**config.mk**
```make
export PLATFORM = sky130hd
export DESIGN_NAME = matmul2x2_engine
export DESIGN_NICKNAME = d
export VERILOG_FILES = /design/src/rtl/matmul2x2_engine.sv
export SDC_FILE = /design/constraint.sdc
export NUM_CORES = 1
export LEC_CHECK = 0
export ABC_CLOCK_PERIOD_IN_PS = 4400
export CORE_ASPECT_RATIO = 0.9
export CORE_UTILIZATION = 53
export CTS_BUF_LIST = sky130_fd_sc_hd__clkbuf_16
export CTS_CLUSTER_SIZE = 30
export DETAILED_ROUTE_END_ITERATION = 12
export PLACE_DENSITY = 0.86
export SYNTH_ARGS = -nofsm -noshare
export SYNTH_HDL_FRONTEND = slang
export SYNTH_SLANG_ARGS = --single-unit
```
**constraint.sdc**
```tcl
create_clock -name clk -period 4.4 [get_ports clk]
set_input_delay 0.88 -clock clk [delete_from_list [all_inputs] [get_ports clk]]
set_output_delay 0.88 -clock clk [all_outputs]
set_load 0.1 [all_outputs]
```
**src/rtl/matmul2x2_engine.sv**
```systemverilog
// 2x2 unsigned matrix multiplier: two operand rows in, one shared multiplier
// over 8 cycles, four result elements streamed out on a valid/ready port.
module matmul2x2_engine #(
    parameter int W = 4
) (
    input  logic           clk,
    input  logic           rst,
    input  logic           in_valid,
    output logic           in_ready,
    input  logic [2*W-1:0] a_in,
    input  logic [2*W-1:0] b_in,
    output logic           res_valid,
    input  logic           res_ready,
    output logic [2*W:0]   res_data,
    output logic [1:0]     res_idx,
    output logic           res_last,
    output logic           busy
);

    typedef enum logic [1:0] {
        LOAD0   = 2'd0,
        LOAD1   = 2'd1,
        COMPUTE = 2'd2,
        OUTPUT  = 2'd3
    } state_t;

    state_t state_reg, state_next;

    logic [W-1:0]   a_reg [2][2];
    logic [W-1:0]   b_reg [2][2];
    logic [2*W:0]   c_reg [4];
    logic [2*W-1:0] acc_reg;
    logic [2:0]     step_reg;
    logic [1:0]     idx_reg;

    logic [W-1:0]   a_beat [2];
    logic [W-1:0]   b_beat [2];

    generate
        for (genvar gi = 0; gi < 2; gi++) begin : g_unpack
            assign a_beat[gi] = a_in[gi*W +: W];
            assign b_beat[gi] = b_in[gi*W +: W];
        end
    endgenerate

    // Step decode: element e = s>>1 at row e>>1, column e&1; k picks the term.
    logic [1:0]     elem;
    logic           term;
    logic [W-1:0]   mul_a, mul_b;
    logic [2*W-1:0] prod;
    logic [2*W:0]   sum;

    assign elem  = step_reg[2:1];
    assign term  = step_reg[0];
    assign mul_a = a_reg[elem[1]][term];
    assign mul_b = b_reg[term][elem[0]];
    assign prod  = (2*W)'(mul_a) * (2*W)'(mul_b);
    assign sum   = {1'b0, acc_reg} + {1'b0, prod};

    always_comb begin
        state_next = state_reg;
        in_ready   = 1'b0;
        case (state_reg)
            LOAD0: begin
                in_ready = 1'b1;
                if (in_valid) state_next = LOAD1;
            end
            LOAD1: begin
                in_ready = 1'b1;
                if (in_valid) state_next = COMPUTE;
            end
            COMPUTE: begin
                if (step_reg == 3'd7) state_next = OUTPUT;
            end
            OUTPUT: begin
                if (res_ready && idx_reg == 2'd3) state_next = LOAD0;
            end
            default: state_next = LOAD0;
        endcase
    end

    assign res_valid = (state_reg == OUTPUT);
    assign res_data  = res_valid ? c_reg[idx_reg] : '0;
    assign res_idx   = res_valid ? idx_reg : 2'd0;
    assign res_last  = res_valid && (idx_reg == 2'd3);
    assign busy      = (state_reg == COMPUTE) || (state_reg == OUTPUT);

    always_ff @(posedge clk or posedge rst) begin
        if (rst) begin
            state_reg <= LOAD0;
            step_reg  <= '0;
            idx_reg   <= '0;
            acc_reg   <= '0;
            for (int r = 0; r < 2; r++) begin
                for (int c = 0; c < 2; c++) begin
                    a_reg[r][c] <= '0;
                    b_reg[r][c] <= '0;
                end
            end
            for (int e = 0; e < 4; e++) c_reg[e] <= '0;
        end else begin
            state_reg <= state_next;
            case (state_reg)
                LOAD0, LOAD1: begin
                    if (in_valid) begin
                        for (int c = 0; c < 2; c++) begin
                            a_reg[state_reg == LOAD1][c] <= a_beat[c];
                            b_reg[state_reg == LOAD1][c] <= b_beat[c];
                        end
                    end
                    step_reg <= '0;
                    idx_reg  <= '0;
                end
                COMPUTE: begin
                    step_reg <= step_reg + 3'd1;
                    if (!term) acc_reg     <= prod;
                    else       c_reg[elem] <= sum;
                end
                OUTPUT: begin
                    if (res_ready) idx_reg <= idx_reg + 2'd1;
                end
                default: ;
            endcase
        end
    end

endmodule
```
# [Word level (Yosys, flattened, before mapping)]
# Cells that the tools add are included.
[totals] regBits=83 in_bits=20
[op_classes] addsub=3 mul=1 n_lt_le_gt_ge=8 eq_ne=10 mux=37 bitwise_logic=7 n_reduce_logical=14
[ops] cell="16-bit bitwise mux" count=4
[ops] cell="8-bit two-way mux" count=7
[ops] cell="36-bit bitwise mux" count=1
[ops] cell="9-bit two-way mux" count=4
[ops] cell="4-bit two-way mux" count=7
[ops] cell="9-bit binary-select mux with 2-bit select" count=1
[ops] cell="9-bit demux with 2-bit select" count=1
[ops] cell="8-bit demux with 1-bit select" count=2
[ops] cell="2-bit two-way mux" count=6
[ops] cell="8-bit by 8-bit adder with 9-bit output" count=1
[ops] cell="2-bit >= comparator, second input constant" count=4
[ops] cell="4-bit by 4-bit multiplier with 8-bit output" count=1
[ops] cell="1-bit inverter with 2-bit output" count=4
[ops] cell="2-bit one-hot mux with 4 select lines" count=1
[ops] cell="2-bit AND reduction" count=4
[ops] cell="2-bit equality test, second input constant" count=3
[ops] cell="3-bit >= comparator, second input constant" count=2
[ops] cell="2-bit inequality test, second input constant" count=3
[ops] cell="2-bit inverter with 3-bit output" count=2
[ops] cell="3-bit one-hot mux with 2 select lines" count=1
[ops] cell="1-bit logical AND" count=4
[ops] cell="2-bit by 1-bit inequality test with 1-bit output, second input constant" count=2
[ops] cell="2-bit one-hot mux with 2 select lines" count=1
[ops] cell="4-bit AND reduction" count=1
[ops] cell="12 further kinds" count=13

# [Depth between registers and ports, before layout]
[logic_depth] ltp_word=10 ltp_mapped=19

# [Worst setup path after synthesis]
# Ideal clock, no wire load.
[synth_path] path_kind="reg2reg" from="reg step_reg[0]" to="reg c_reg[16] (netlist name)" arrival_ps=4005 required_time_ps=4268 slack_ps=262 stages_incl_launch_ff=18 path_buffers=2 period_less_slack_ps=4138 path_cell_list="dfrtp_1 clkbuf_2 buf_4 mux4_2 nand2_1 fa_1 inv_1 fa_1 ha_1 a21o_1 a21oi_1 xnor2_1 ha_1 nand2_1 nor3_1 mux2i_1 o221a_2 o21ai_0"
[synth_between] elab_chain_len=10 word_cells_on_any_way=14 cone_classes="add/sub: 1; mul: 1; mux: 10; bitwise: 1; reduce/logical: 1"
[synth_lines] item="start, declared" line="33" source="logic [2:0] step_reg;"
[synth_lines] item="start signal, assigned" line="115" source="step_reg <= step_reg + 3'd1;"
[synth_lines] item="1-bit inverter with 2-bit output (implied by the code) (*)" line="55, 56"
[synth_lines] item="8-bit two-way mux (implied by the code) (3 in series)" line="56" source="assign mul_b = b_reg[term][elem[0]];"
[synth_lines] item="4-bit two-way mux (implied by the code) (3 in series)" line="56"
[synth_lines] item="4-bit by 4-bit multiplier with 8-bit output (*)" line="57" source="assign prod = (2*W)'(mul_a) * (2*W)'(mul_b);"
[synth_lines] item="net prod[5]" line="50" source="logic [2*W-1:0] prod;"
[synth_lines] item="8-bit by 8-bit adder with 9-bit output (*)" line="58" source="assign sum = {1'b0, acc_reg} + {1'b0, prod};"
[synth_lines] item="36-bit bitwise mux (*)" line="117" source="else c_reg[elem] <= sum;"
[synth_lines] item="end signal, assigned by index" line="117"
[synth_lines] item="end, declared" line="31" source="logic [2*W:0] c_reg [4];"
# Mark *: on every way through the listed nets, which the timed path passes. The rest lies on a longest branch. The select of a mux whose other input is x is not followed.
# A chain may end at the register's enable or synchronous reset.

# [Final worst setup path]
# Ends and elaborated chain as after synthesis.

==> results.txt <==
----------------------------------------------------
[CTS]
  Clock latency on the worst-skew pair ... 0.33 ns
  Deepest level of the CTS H-tree ... 3
  CTS clock-pin slew for the worst setup and hold paths ... 0.06 ns
  Clock Path Buffers ... 2
  CTS buffer count ... 9
  Clock tree root buffer cell ... sky130_fd_sc_hd__clkbuf_16
  Total number of clock tree sinks ... 83
  Hold Buf Count CTS ... 0
  TritonCTS clock tree ... built

[Timing]
  Final-layout worst hold slack ... 0.478 ns
  Crit path setup slack, layout ... about 0.063 ns
  Normalized max-slew margin ... about a third
  Setup clock skew after layout ... 0.00610 ns
  Slew Limit Fails ... 0
  Final hold viol count ... 0
  Tightest Pin Transition ... 0.969 ns
  Fin crit share ... between 90% and 100%
  Maximum operating frequency ... around 0.23 GHz
  Final critical-path required period ... 4.34 ns
  # setup viols final ... 0

[Flow run]
  Count of maximum capacitance violations ... 0

[Setup path]
  CP dominant cell by count ... sky130_fd_sc_hd__fa_1
  Critical Path RT ... 4.58 ns
  Setup slack of the most critical reg-to-reg path ... 0.06 ns
  Source of the critical timing path ... step_reg[0]
  Last element of the critical path ... c_reg[16]
  Type of the worst setup path ... reg2reg
  Kind of cell adding the most delay to the critical path ... adder cells
  Critical path capture point type ... flip-flop
  Data arrival time of the worst path ... ~4.5 ns
  CP max-delay cell ... sky130_fd_sc_hd__fa_1
  Number of cell instances on the worst register-to-register path ... 14
  Number of buffers and inverters on the critical path ... 2
  Cell-by-cell listing of the critical path ... mux4_2 > nand2_1 > fa_1 > inv_1 > fa_1 > inv_1 > fa_1 > xnor2_1 > ha_1 > a21o_1 > a21o_1 > a21oi_1 > o221a_2 > o21ai_0
  Worst reg2reg path startpoint ... step_reg[0]
  Maximum fanout along the worst path ... 8
  CP Depth ... 14
  Category of the worst setup path launch point ... flip-flop
  Endpoint of the lowest-slack register-to-register path ... c_reg[16]
  Highest cell delay on the worst timing path ... 0.61 ns

[Final layout]
  Ratio of cells with drive above 1 in the final layout ... 26.2%
  Area added between synthesis and finish ... 18.3%
  Finished Cell Area ... ~5300 um^2
  Flip-flop count of the largest register, all copies and words added ... 36
  Count of placed standard cells in the final layout, fillers left out ... 512
  Diodes inserted ... 0
  NumNets Final ... 461

[Place]
  GP Congestion ... 0.903
  Dpl hpwl ... 6130 um
  Total of buffers placed on input and output ports ... 34
  Setup WS pre-CTS ... -0.0103 ns
  Inst Count DP ... between 400 and 500
  Post-Place Cell Area ... approximately 4900 um^2

[Yosys]
  Netlist cell types ... 36
  Net count of the mapped netlist ... 421
  Post-synthesis sequential area ratio ... between 40% and 50%
  Portion of synthesized cell area occupied by the leading cell type ... 46.8%
  Yosys top cell by area ... sky130_fd_sc_hd__dfrtp_1
  Largest cells by area after synthesis ... sky130_fd_sc_hd__dfrtp_1, sky130_fd_sc_hd__mux2_2, sky130_fd_sc_hd__mux4_2, sky130_fd_sc_hd__ha_1, sky130_fd_sc_hd__o21ai_0
  Mapped Cells ... 368
  Cell area after technology mapping ... approximately 4400 um^2
  Post-synth ARST share ... 100%
  List of most frequent post-synthesis cells ... sky130_fd_sc_hd__dfrtp_1, sky130_fd_sc_hd__mux2_2, sky130_fd_sc_hd__nand2_1
  Synthesis-stage register bit count ... 83
  Number of warning messages in the yosys log ... 0
  Library cell with the highest instance count after synthesis ... sky130_fd_sc_hd__dfrtp_1
  Primary FF master, synth ... sky130_fd_sc_hd__dfrtp_1
  Post-synthesis average cell area ... approximately 12 um^2
  Number of enable flip-flop cells after synthesis ... 0

[Floorplanning]
  # rows ... 31
  Core area ... approximately 8100 um^2
  Die Area ... 8750 um^2
  Horiz. Die Dim ... slightly below 100 um
  Top-level port count ... 35
  Initial standard-cell utilization of the core ... 55.1%
  Height of the die ... about 90 um

[GRT]
  Total global routing overflow ... 0
  Global-route wire length before repair ... 14800 um
  Number of antenna violations at the first check in global routing ... 0
  Gr usage total ... 22.1%
  Vias in the first global route ... 3042
  Maximum number of pins on one net before global-route repair ... 48

[Route]
  First-pass detailed-route iteration total ... 8
  Post-DR vias/cell ... ~5.8
  Average wire per cell in the routed design ... 17.0 um
  Antenna-violating nets left ... 0
  Total number of vias ... 2945
  Drt first-iter violations ... approximately 130
  Final wirelength ... between 8000 and 9000 um
  Remaining DRCs ... 2

[Run status]
  Failing checks ... design-rule violations
  Result of the run ... finished, violations left

[Hold path]
  Kind of path behind the tightest hold check ... reg2reg
  Worst hold path startpoint ... c_reg[31]

----------------------------------------------------
## metal layers
layer / up-vias / global-route usage (%) / share of wire, %
met5: - / 0 / 0
met4: 0 / 6.51 / 1.4
met3: 15 / 4.50 / 3.2
met2: 65 / 39.9 / 51
met1: 1483 / 27.2 / 44
li1: 1382 / - / -
## how the worst min path moves through the flow
stage                           end  slack (ns)  depth (start not counted)
final                     c_reg[31]        0.48                          2
after global routing       c_reg[5]        0.51                          2
after CTS                 c_reg[23]        0.48                          2
after detailed placement  c_reg[23]        0.47                          2
after global placement    c_reg[15]        0.46                          2
after floorplan           c_reg[11]        0.44                          2
## repair_timing
action,CTS,global route
resized for setup,1,13
endpoints found under the setup margin,4,12
cloned,0,0
pin swaps,0,4
buffers inserted,0,8
## worst reg2reg max path, stage by stage, from the launching register on
cell	delay [ns]
sky130_fd_sc_hd__dfrtp_2	0.49
sky130_fd_sc_hd__mux4_2	0.40
sky130_fd_sc_hd__nand2_1	0.08
sky130_fd_sc_hd__fa_1	0.53
sky130_fd_sc_hd__inv_1	0.05
sky130_fd_sc_hd__fa_1	0.61
sky130_fd_sc_hd__inv_1	0.08
sky130_fd_sc_hd__fa_1	0.46
sky130_fd_sc_hd__xnor2_1	0.24
sky130_fd_sc_hd__ha_1	0.33
sky130_fd_sc_hd__a21o_1	0.23
sky130_fd_sc_hd__a21o_1	0.20
sky130_fd_sc_hd__a21oi_1	0.15
sky130_fd_sc_hd__o221a_2	0.24
sky130_fd_sc_hd__o21ai_0	0.10
## per-stage QoR
step | util, % | setup TNS [ns]
after floorplan | - | 0
after global placement | 60.3 | 0
after detailed placement | 60.3 | -0.0128
after CTS | 63.7 | 0
after global routing | 65.1 | -1.12
final | 65.1 | 0
## layout make-up
cell class	count	area [um^2]
clock buffers	9	225
fillers	607	2820
flip-flops and latches	83	2080
multi-input cells	255	2280
well taps	99	124
clock inverters	7	55.1
repair buffers	45	433
inverters	14	52.6
## cell usage in the layout, fill, tap and decap left out, types with 2 or more instances in the layout
master                            instances
sky130_fd_sc_hd__or2_2                    2
sky130_fd_sc_hd__nand4b_1                 2
sky130_fd_sc_hd__and2_1                  21
sky130_fd_sc_hd__buf_4                   11
sky130_fd_sc_hd__a22o_1                   2
sky130_fd_sc_hd__a21o_1                   6
sky130_fd_sc_hd__clkbuf_16                9
sky130_fd_sc_hd__a21oi_1                  7
sky130_fd_sc_hd__dfrtp_2                  2
sky130_fd_sc_hd__nor2b_1                  2
sky130_fd_sc_hd__nand2_1                 44
sky130_fd_sc_hd__dfrtp_1                 81
sky130_fd_sc_hd__o21ai_0                 35
sky130_fd_sc_hd__a21oi_2                  2
sky130_fd_sc_hd__clkinvlp_4               3
sky130_fd_sc_hd__xnor2_1                  5
sky130_fd_sc_hd__a211oi_1                 2
sky130_fd_sc_hd__mux2_2                  48
sky130_fd_sc_hd__clkdlybuf4s50_1         33
sky130_fd_sc_hd__ha_2                     2
sky130_fd_sc_hd__xor2_1                   3
sky130_fd_sc_hd__o21ai_1                  3
sky130_fd_sc_hd__nand4_1                  2
sky130_fd_sc_hd__mux4_2                  17
sky130_fd_sc_hd__nor2_1                   4
sky130_fd_sc_hd__fa_1                     5
sky130_fd_sc_hd__nand2b_1                 2
sky130_fd_sc_hd__o21bai_1                 2
sky130_fd_sc_hd__clkinv_4                 2
sky130_fd_sc_hd__inv_1                   14
sky130_fd_sc_hd__ha_1                    25
## logic make-up (layout without fill, tap and decap cells)
logic type,count (synthesis),after routing,share of synthesized area [%]
AOI/OAI and AO/OA,64,64,8.25
xor gates and xnor gates,9,9,1.77
adders and majority gates,33,33,10.1
buffers and inverters,30,75,2.93
DFF,83,83,46.8
muxes,66,66,21.0
and+or+nand+nor,83,83,9.13
Power is not shown: default switching activity piles up to over one toggle a cycle in this logic, so the estimate is an artifact.
